## config.mk

```make
export PLATFORM = sky130hd
export DESIGN_NAME = rf_riscv_mp
export DESIGN_NICKNAME = d
export VERILOG_FILES = /design/src/rtl/rf_riscv_mp.sv
export SDC_FILE = /design/constraint.sdc
export NUM_CORES = 2
export LEC_CHECK = 0
export CELL_PAD_IN_SITES_DETAIL_PLACEMENT = 1
export CELL_PAD_IN_SITES_GLOBAL_PLACEMENT = 2
export CORE_MARGIN = 2
export CORE_UTILIZATION = 41
export CTS_CLUSTER_DIAMETER = 30
export CTS_CLUSTER_SIZE = 12
export DETAILED_ROUTE_END_ITERATION = 8
export HOLD_SLACK_MARGIN = 0.02
export PLACE_DENSITY_LB_ADDON = 0.1
export SKIP_LAST_GASP = 1
export SYNTH_ARGS = -nofsm -noshare
export SYNTH_HDL_FRONTEND = slang
export SYNTH_SLANG_ARGS = --single-unit
```

## constraint.sdc

```tcl
create_clock -name clk_i -period 2.4 [get_ports clk_i]
set_input_delay 0.36 -clock clk_i [delete_from_list [all_inputs] [get_ports clk_i]]
set_output_delay 0.36 -clock clk_i [all_outputs]
set_load 0.01 [all_outputs]
```

## src/rtl/rf_riscv_mp.sv

```systemverilog
// -----------------------------------------------------------------------------
// rf_riscv_mp
//   Multi-read-port architectural register file with a per-register busy
//   scoreboard and a sequential clear engine.
//
//   A clear request starts a sweep that zeroes one register (data and busy)
//   per cycle. While the sweep runs, writes, reserves and further clear
//   requests are dropped, but reads stay live. With ZERO_REG=1, register 0
//   always reads as zero, is never busy, and is skipped by the sweep.
//
// Ports:
//   clk_i, rst_ni                 clock, asynchronous active-low reset
//   write_enable_i/addr_i/data_i  single synchronous write port
//   read_addr_i                   RD_PORTS packed read addresses
//   read_data_o, read_busy_o      combinational read data and busy bits
//   reserve_i, reserve_addr_i     mark one register pending per cycle
//   clear_i                       request a clear sweep
//   clear_busy_o                  high while the sweep runs
//
// Optional build macro:
//   RF_BYPASS_EN  forward an accepted write to any read port addressing the
//                 same register in the same cycle. Busy then shows the
//                 post-edge value.
// -----------------------------------------------------------------------------
module rf_riscv_mp #(
  parameter int DATA_W   = 32,
  parameter int ADDR_W   = 5,
  parameter int RD_PORTS = 2,
  parameter int ZERO_REG = 1
) (
  input  logic                       clk_i,
  input  logic                       rst_ni,
  input  logic                       write_enable_i,
  input  logic [ADDR_W-1:0]          write_addr_i,
  input  logic [DATA_W-1:0]          write_data_i,
  input  logic [RD_PORTS*ADDR_W-1:0] read_addr_i,
  output logic [RD_PORTS*DATA_W-1:0] read_data_o,
  output logic [RD_PORTS-1:0]        read_busy_o,
  input  logic                       reserve_i,
  input  logic [ADDR_W-1:0]          reserve_addr_i,
  input  logic                       clear_i,
  output logic                       clear_busy_o
);

  localparam int              DEPTH      = 2**ADDR_W;
  localparam bit              HAS_ZERO   = (ZERO_REG != 0);
  localparam logic [ADDR_W-1:0] LAST_ADDR  = ADDR_W'(DEPTH-1);
  localparam logic [ADDR_W-1:0] FIRST_ADDR = HAS_ZERO ? ADDR_W'(1) : '0;

  typedef enum logic {IDLE, SWEEP} state_e;

  state_e              state_q, state_d;
  logic [ADDR_W-1:0]   cnt_q, cnt_d;
  logic [DATA_W-1:0]   mem_q [DEPTH];
  logic [DEPTH-1:0]    busy_q;
  logic                wr_ok;
  logic                rsv_ok;

  // Writes and reserves are only honoured outside the sweep; register 0 is
  // filtered here so it never gets data or a busy bit.
  assign wr_ok  = (state_q == IDLE) && write_enable_i &&
                  !(HAS_ZERO && (write_addr_i == '0));
  assign rsv_ok = (state_q == IDLE) && reserve_i &&
                  !(HAS_ZERO && (reserve_addr_i == '0));

  assign clear_busy_o = (state_q == SWEEP);

  // ---------------------------------------------------------------------------
  // Sweep FSM
  // ---------------------------------------------------------------------------
  always_comb begin
    // NOTE: every output of this block gets a default before the case, so no
    // path leaves a signal unassigned and no latch is inferred.
    state_d = state_q;
    cnt_d   = cnt_q;
    unique case (state_q)
      IDLE: begin
        if (clear_i) begin
          state_d = SWEEP;
          cnt_d   = FIRST_ADDR;
        end
      end
      SWEEP: begin
        // Leave after clearing the last register so the counter never wraps.
        if (cnt_q == LAST_ADDR) begin
          state_d = IDLE;
          cnt_d   = '0;
        end else begin
          cnt_d = cnt_q + 1'b1;
        end
      end
      default: state_d = IDLE;
    endcase
  end

  // NOTE: sequential state uses non-blocking assignments so every flop samples
  // pre-edge values regardless of statement order.
  always_ff @(posedge clk_i or negedge rst_ni) begin
    if (!rst_ni) begin
      state_q <= IDLE;
      cnt_q   <= '0;
    end else begin
      state_q <= state_d;
      cnt_q   <= cnt_d;
    end
  end

  // ---------------------------------------------------------------------------
  // Storage and scoreboard
  // ---------------------------------------------------------------------------
  // NOTE: the whole array is reset (not just control) because reads must never
  // return X, including mid-sweep and right after reset.
  always_ff @(posedge clk_i or negedge rst_ni) begin
    if (!rst_ni) begin
      for (int i = 0; i < DEPTH; i++) mem_q[i] <= '0;
      busy_q <= '0;
    end else if (state_q == SWEEP) begin
      mem_q[cnt_q]  <= '0;
      busy_q[cnt_q] <= 1'b0;
    end else begin
      if (wr_ok) begin
        mem_q[write_addr_i]  <= write_data_i;
        busy_q[write_addr_i] <= 1'b0;
      end
      // Placed after the write so a same-address reservation wins.
      if (rsv_ok) busy_q[reserve_addr_i] <= 1'b1;
    end
  end

  // ---------------------------------------------------------------------------
  // Read ports
  // ---------------------------------------------------------------------------
  for (genvar k = 0; k < RD_PORTS; k++) begin : g_rd
    logic [ADDR_W-1:0] ra;
    logic [DATA_W-1:0] stored_data;
    logic              stored_busy;

    assign ra          = read_addr_i[k*ADDR_W +: ADDR_W];
    // mem_q[0] is never written when HAS_ZERO; the mask lets synthesis drop it.
    assign stored_data = (HAS_ZERO && (ra == '0)) ? '0 : mem_q[ra];
    assign stored_busy = busy_q[ra];

`ifdef RF_BYPASS_EN
    logic hit;
    assign hit = wr_ok && (write_addr_i == ra);
    assign read_data_o[k*DATA_W +: DATA_W] = hit ? write_data_i : stored_data;
    assign read_busy_o[k] = hit ? (rsv_ok && (reserve_addr_i == ra)) : stored_busy;
`else
    assign read_data_o[k*DATA_W +: DATA_W] = stored_data;
    assign read_busy_o[k]                  = stored_busy;
`endif
  end

endmodule

```

==> impl_summary.txt <==
----------------------------------------------------
[Synth]
  Proportion of netlist area held by the largest area contributor ... 48.71%
  Post-synthesis cell type count ... 47
  Synthesis-stage register bit count ... 1,062
  Syn nets ... 3,969
  Dominant cell type by area after synthesis ... sky130_fd_sc_hd__dfrtp_1
  Synthesis warning total ... 0
  Post-synthesis instance area ... 54,560 um^2
  Post-synthesis area per instance ... 13.96 um^2
  Part of the Yosys area used for sequential elements ... 48.71%
  Synthesized netlist cell count ... 3,907
  Top area cells in the synthesized netlist ... sky130_fd_sc_hd__dfrtp_1 49%, sky130_fd_sc_hd__mux4_2 19%, sky130_fd_sc_hd__a22o_1 16%, sky130_fd_sc_hd__clkbuf_1 2.4%, sky130_fd_sc_hd__mux2i_1 2.3%

[Die]
  Chip height ... 368.8 um
  Chip width ... 368.8 um
  Core region area ... 131,800 um^2
  Area of the die ... 136,000 um^2
  I/O Pins ... 124
  Number of cell rows ... 133
  Effective utilization at floorplan ... 41.40%

[STA]
  FMAX ... 0.3227 GHz
  Largest clock skew in the final design ... 0.03477 ns
  Relative slew slack ... 9.690%
  Number of slew-limit violations in the final report ... 0
  Final worst path period share ... 129.1%
  Final-report setup violation count ... 66
  Minimum clock period ... 3.099 ns
  Setup repair after global routing missed its margin ... true
  Actual transition at the worst max-transition pin ... 1.344 ns
  Final hold viol count ... 0
  Worst setup slack after layout ... -0.6985 ns

[Power]
  Power density relative to cell area ... 1016 nW/um^2
  Overall power ... 78.61 mW
  Worst-case vdd ir drop ... 0.6545 mV
  Leakage power figure ... 34.90 nW

[Worst setup path]
  Critical Path RT ... 2.04 ns
  Type of element capturing the critical path ... primary output
  Buffers plus inverters on the worst setup path ... 3
  Maximum fanout count along the critical path ... 2
  Kind of cell adding the most delay to the critical path ... buffers and inverters
  Master of the slowest instance on the critical path ... sky130_fd_sc_hd__mux4_2
  Delay of the slowest cell on the worst path ... 0.44 ns
  CP cell instances ... buf_6 -> mux4_2 -> nor2b_4 -> a211oi_2 -> buf_4 -> a311oi_4 -> buf_2
  Category of the worst setup path launch point ... register
  Worst reg2reg path startpoint ... clear_busy_o
  Worst setup path class ... reg2out
  Setup slack of the worst register-to-register path ... 0.03 ns
  Depth of the most critical reg-to-reg path ... 7
  Reg2Reg Capture Point ... mem_q[766]
  Critical Path AT ... 2.74 ns

[Clock tree]
  CTS tree ... yes
  Skew-Pair Late Insertion Delay ... 0.91 ns
  Sink Count ... 1,062
  CTS clock-pin slew for the worst setup and hold paths ... 0.05 ns
  Total number of H-tree levels ... 5
  Total clock buffers created by CTS ... 303
  Clock root buffer ... sky130_fd_sc_hd__clkbuf_16
  CTS max path bufs ... 4

[Route]
  Count of unresolved DRC violations after routing ... 0
  Mean number of vias per cell ... 7.087
  Detailed-route wire length ... 272.6 mm
  Routed vias ... 47,642
  Number of detailed-routing iterations run before antenna repair ... 5
  Average routed wire per standard cell ... 40.55 um
  Count of antenna-violating nets left after detailed routing ... 0
  Detailed router's first-iteration violation count ... 5,511

[Finish]
  P&R area growth vs syn ... 41.77%
  # nets final ... 4,811
  Cell area after layout ... 77,350 um^2
  Number of fill cells in the layout ... 12,180
  Top library cells by usage in the layout, fill and taps aside ... 1,060 x sky130_fd_sc_hd__dfrtp_1, 1,019 x sky130_fd_sc_hd__a22o_1, 688 x sky130_fd_sc_hd__buf_4
  Fraction of layout instances using a drive strength above 1 ... 46.31%
  Post-route core utilization ... 58.69%
  Final cell count without fillers ... 6,722
  Most frequent standard cell in the layout excluding fill and tap cells ... sky130_fd_sc_hd__dfrtp_1

[Global route]
  Number of global-route vias before repair ... 51,478
  Wire length of the first global-routing pass ... 391.2 mm
  GRT Residual Overflow ... 0
  Overall Global Routing Usage ... 40.18%
  Maximum number of pins on one net before global-route repair ... 110
  Number of antenna violations at the first check in global routing ... 12

[Status]
  Run status ... finished, violations left
  Violations in the final reports ... negative setup slack

[Placement]
  Cell Count Post-Placement ... 6,163
  Final weighted congestion in routability-driven placement ... 0.9241
  Worst slack after detailed placement ... -1.071 ns
  HPWL after detailed placement ... 178.1 mm
  Quantity of I/O buffers inserted on ports ... 123
  Placed Instance Area ... 65,600 um^2

[Worst hold path]
  Type of the worst min-delay path ... in2async

[Job]
  Max-capacitance violation count ... 0

----------------------------------------------------
-- power by group --
group	switching, mW	internal [mW]	leakage (nW)	total (mW)
Combinational	7.86	7.51	15.3	15.4
Sequential	2.41	20.7	14.7	23.1
Clock	12.1	28.0	4.90	40.2
-- logic make-up after synthesis --
group	share of synthesized area [%]
AOI/OAI and AO/OA	21.61
DFF	48.71
muxes	23.03
buffers and inverters	3.921
and+or+nand+nor	2.582
adders and majority gates	0.1147
xor gates and xnor gates	0.03211
-- layout make-up --
type                    instances  area [um^2]  area share (%)
multi-input cells            2331        27920           36.10
flip-flops and latches       1062        26580           34.36
repair buffers               1041        10510           13.59
clock buffers                 390         8456           10.93
well taps                    1755         2196           2.839
clock inverters               130         1634           2.113
inverters                      10        41.29         0.05338
diodes                          3        7.507        0.009706
-- flip-flops by register name (all words and copies together), names as in the netlist --
name / cells
mem_q: 1024
clear_busy_o: 1
busy_q: 32
cnt_q: 5
-- worst max path at each step --
stage / startpoint / endpoint / cells past startpoint
CTS: mem_q[574] / read_data_o[62] / 7
floorplan: read_addr_i[0] / read_busy_o[0] / 6
global route: mem_q[708] / read_data_o[4] / 7
finish: mem_q[708] / read_data_o[4] / 7
detailed placement: read_addr_i[1] / read_data_o[9] / 10
global placement: read_addr_i[1] / read_data_o[9] / 10
-- worst min-delay path: cells and delay by family --
kind	cells	cell delay, ns
buffers and inverters	3	1.08
-- per-layer routing --
metal  track usage, %  up-vias  share of wire, %
met1            52.23    25647                38
met2            59.78     3301                45
met5                0        -             0.045
li1                 -    17764                 -
met3            12.07      924                11
met4            23.06        6               6.3
-- stage by stage --
step | TNS, ns | hold slack [ns]
2_1_floorplan | -0.01034 | 0.06441
3_3_place_gp | -133.67 | 0.3116
3_5_place_dp | -168.06 | 0.3090
4_1_cts | -37.58 | 0.1853
5_1_grt | -39.40 | 0.2099
6_report | -36.46 | 0.2030
-- repair_timing --
action                                  CTS  global route
endpoints found under the setup margin   66            81
gates cloned                              0             1
hold buffers                              2             0
resized for setup                       641            45
endpoints found under the hold margin   559             0
buffers inserted                         39            24
pin swaps                                51            30
-- cell usage after synthesis, drive strengths merged --
cell and instances:
or4b 1, nor2b 68, or3 1, nand4bb 2
a21oi 32, nand2b 7, or4 2, and3 5
ha 5, nor3 17, nor4 1, nand2 45
a32o 4, and2 39, mux4 468, o32ai 2
o31ai 1, xnor2 2, nand3 2, a22oi 64
a221oi 44, o2111ai 20, o21ai 110, clkbuf 353
a22o 1019, or3b 4, mux2i 128, dfrtp 1062
nor2 34, a211oi 64, nand4b 1, buf 151
a2111oi 1, inv 10, a311oi 64, nor4b 2
mux2 66, nand3b 4, or2 2
No activity file was read; power rests on OpenSTA's default activity.
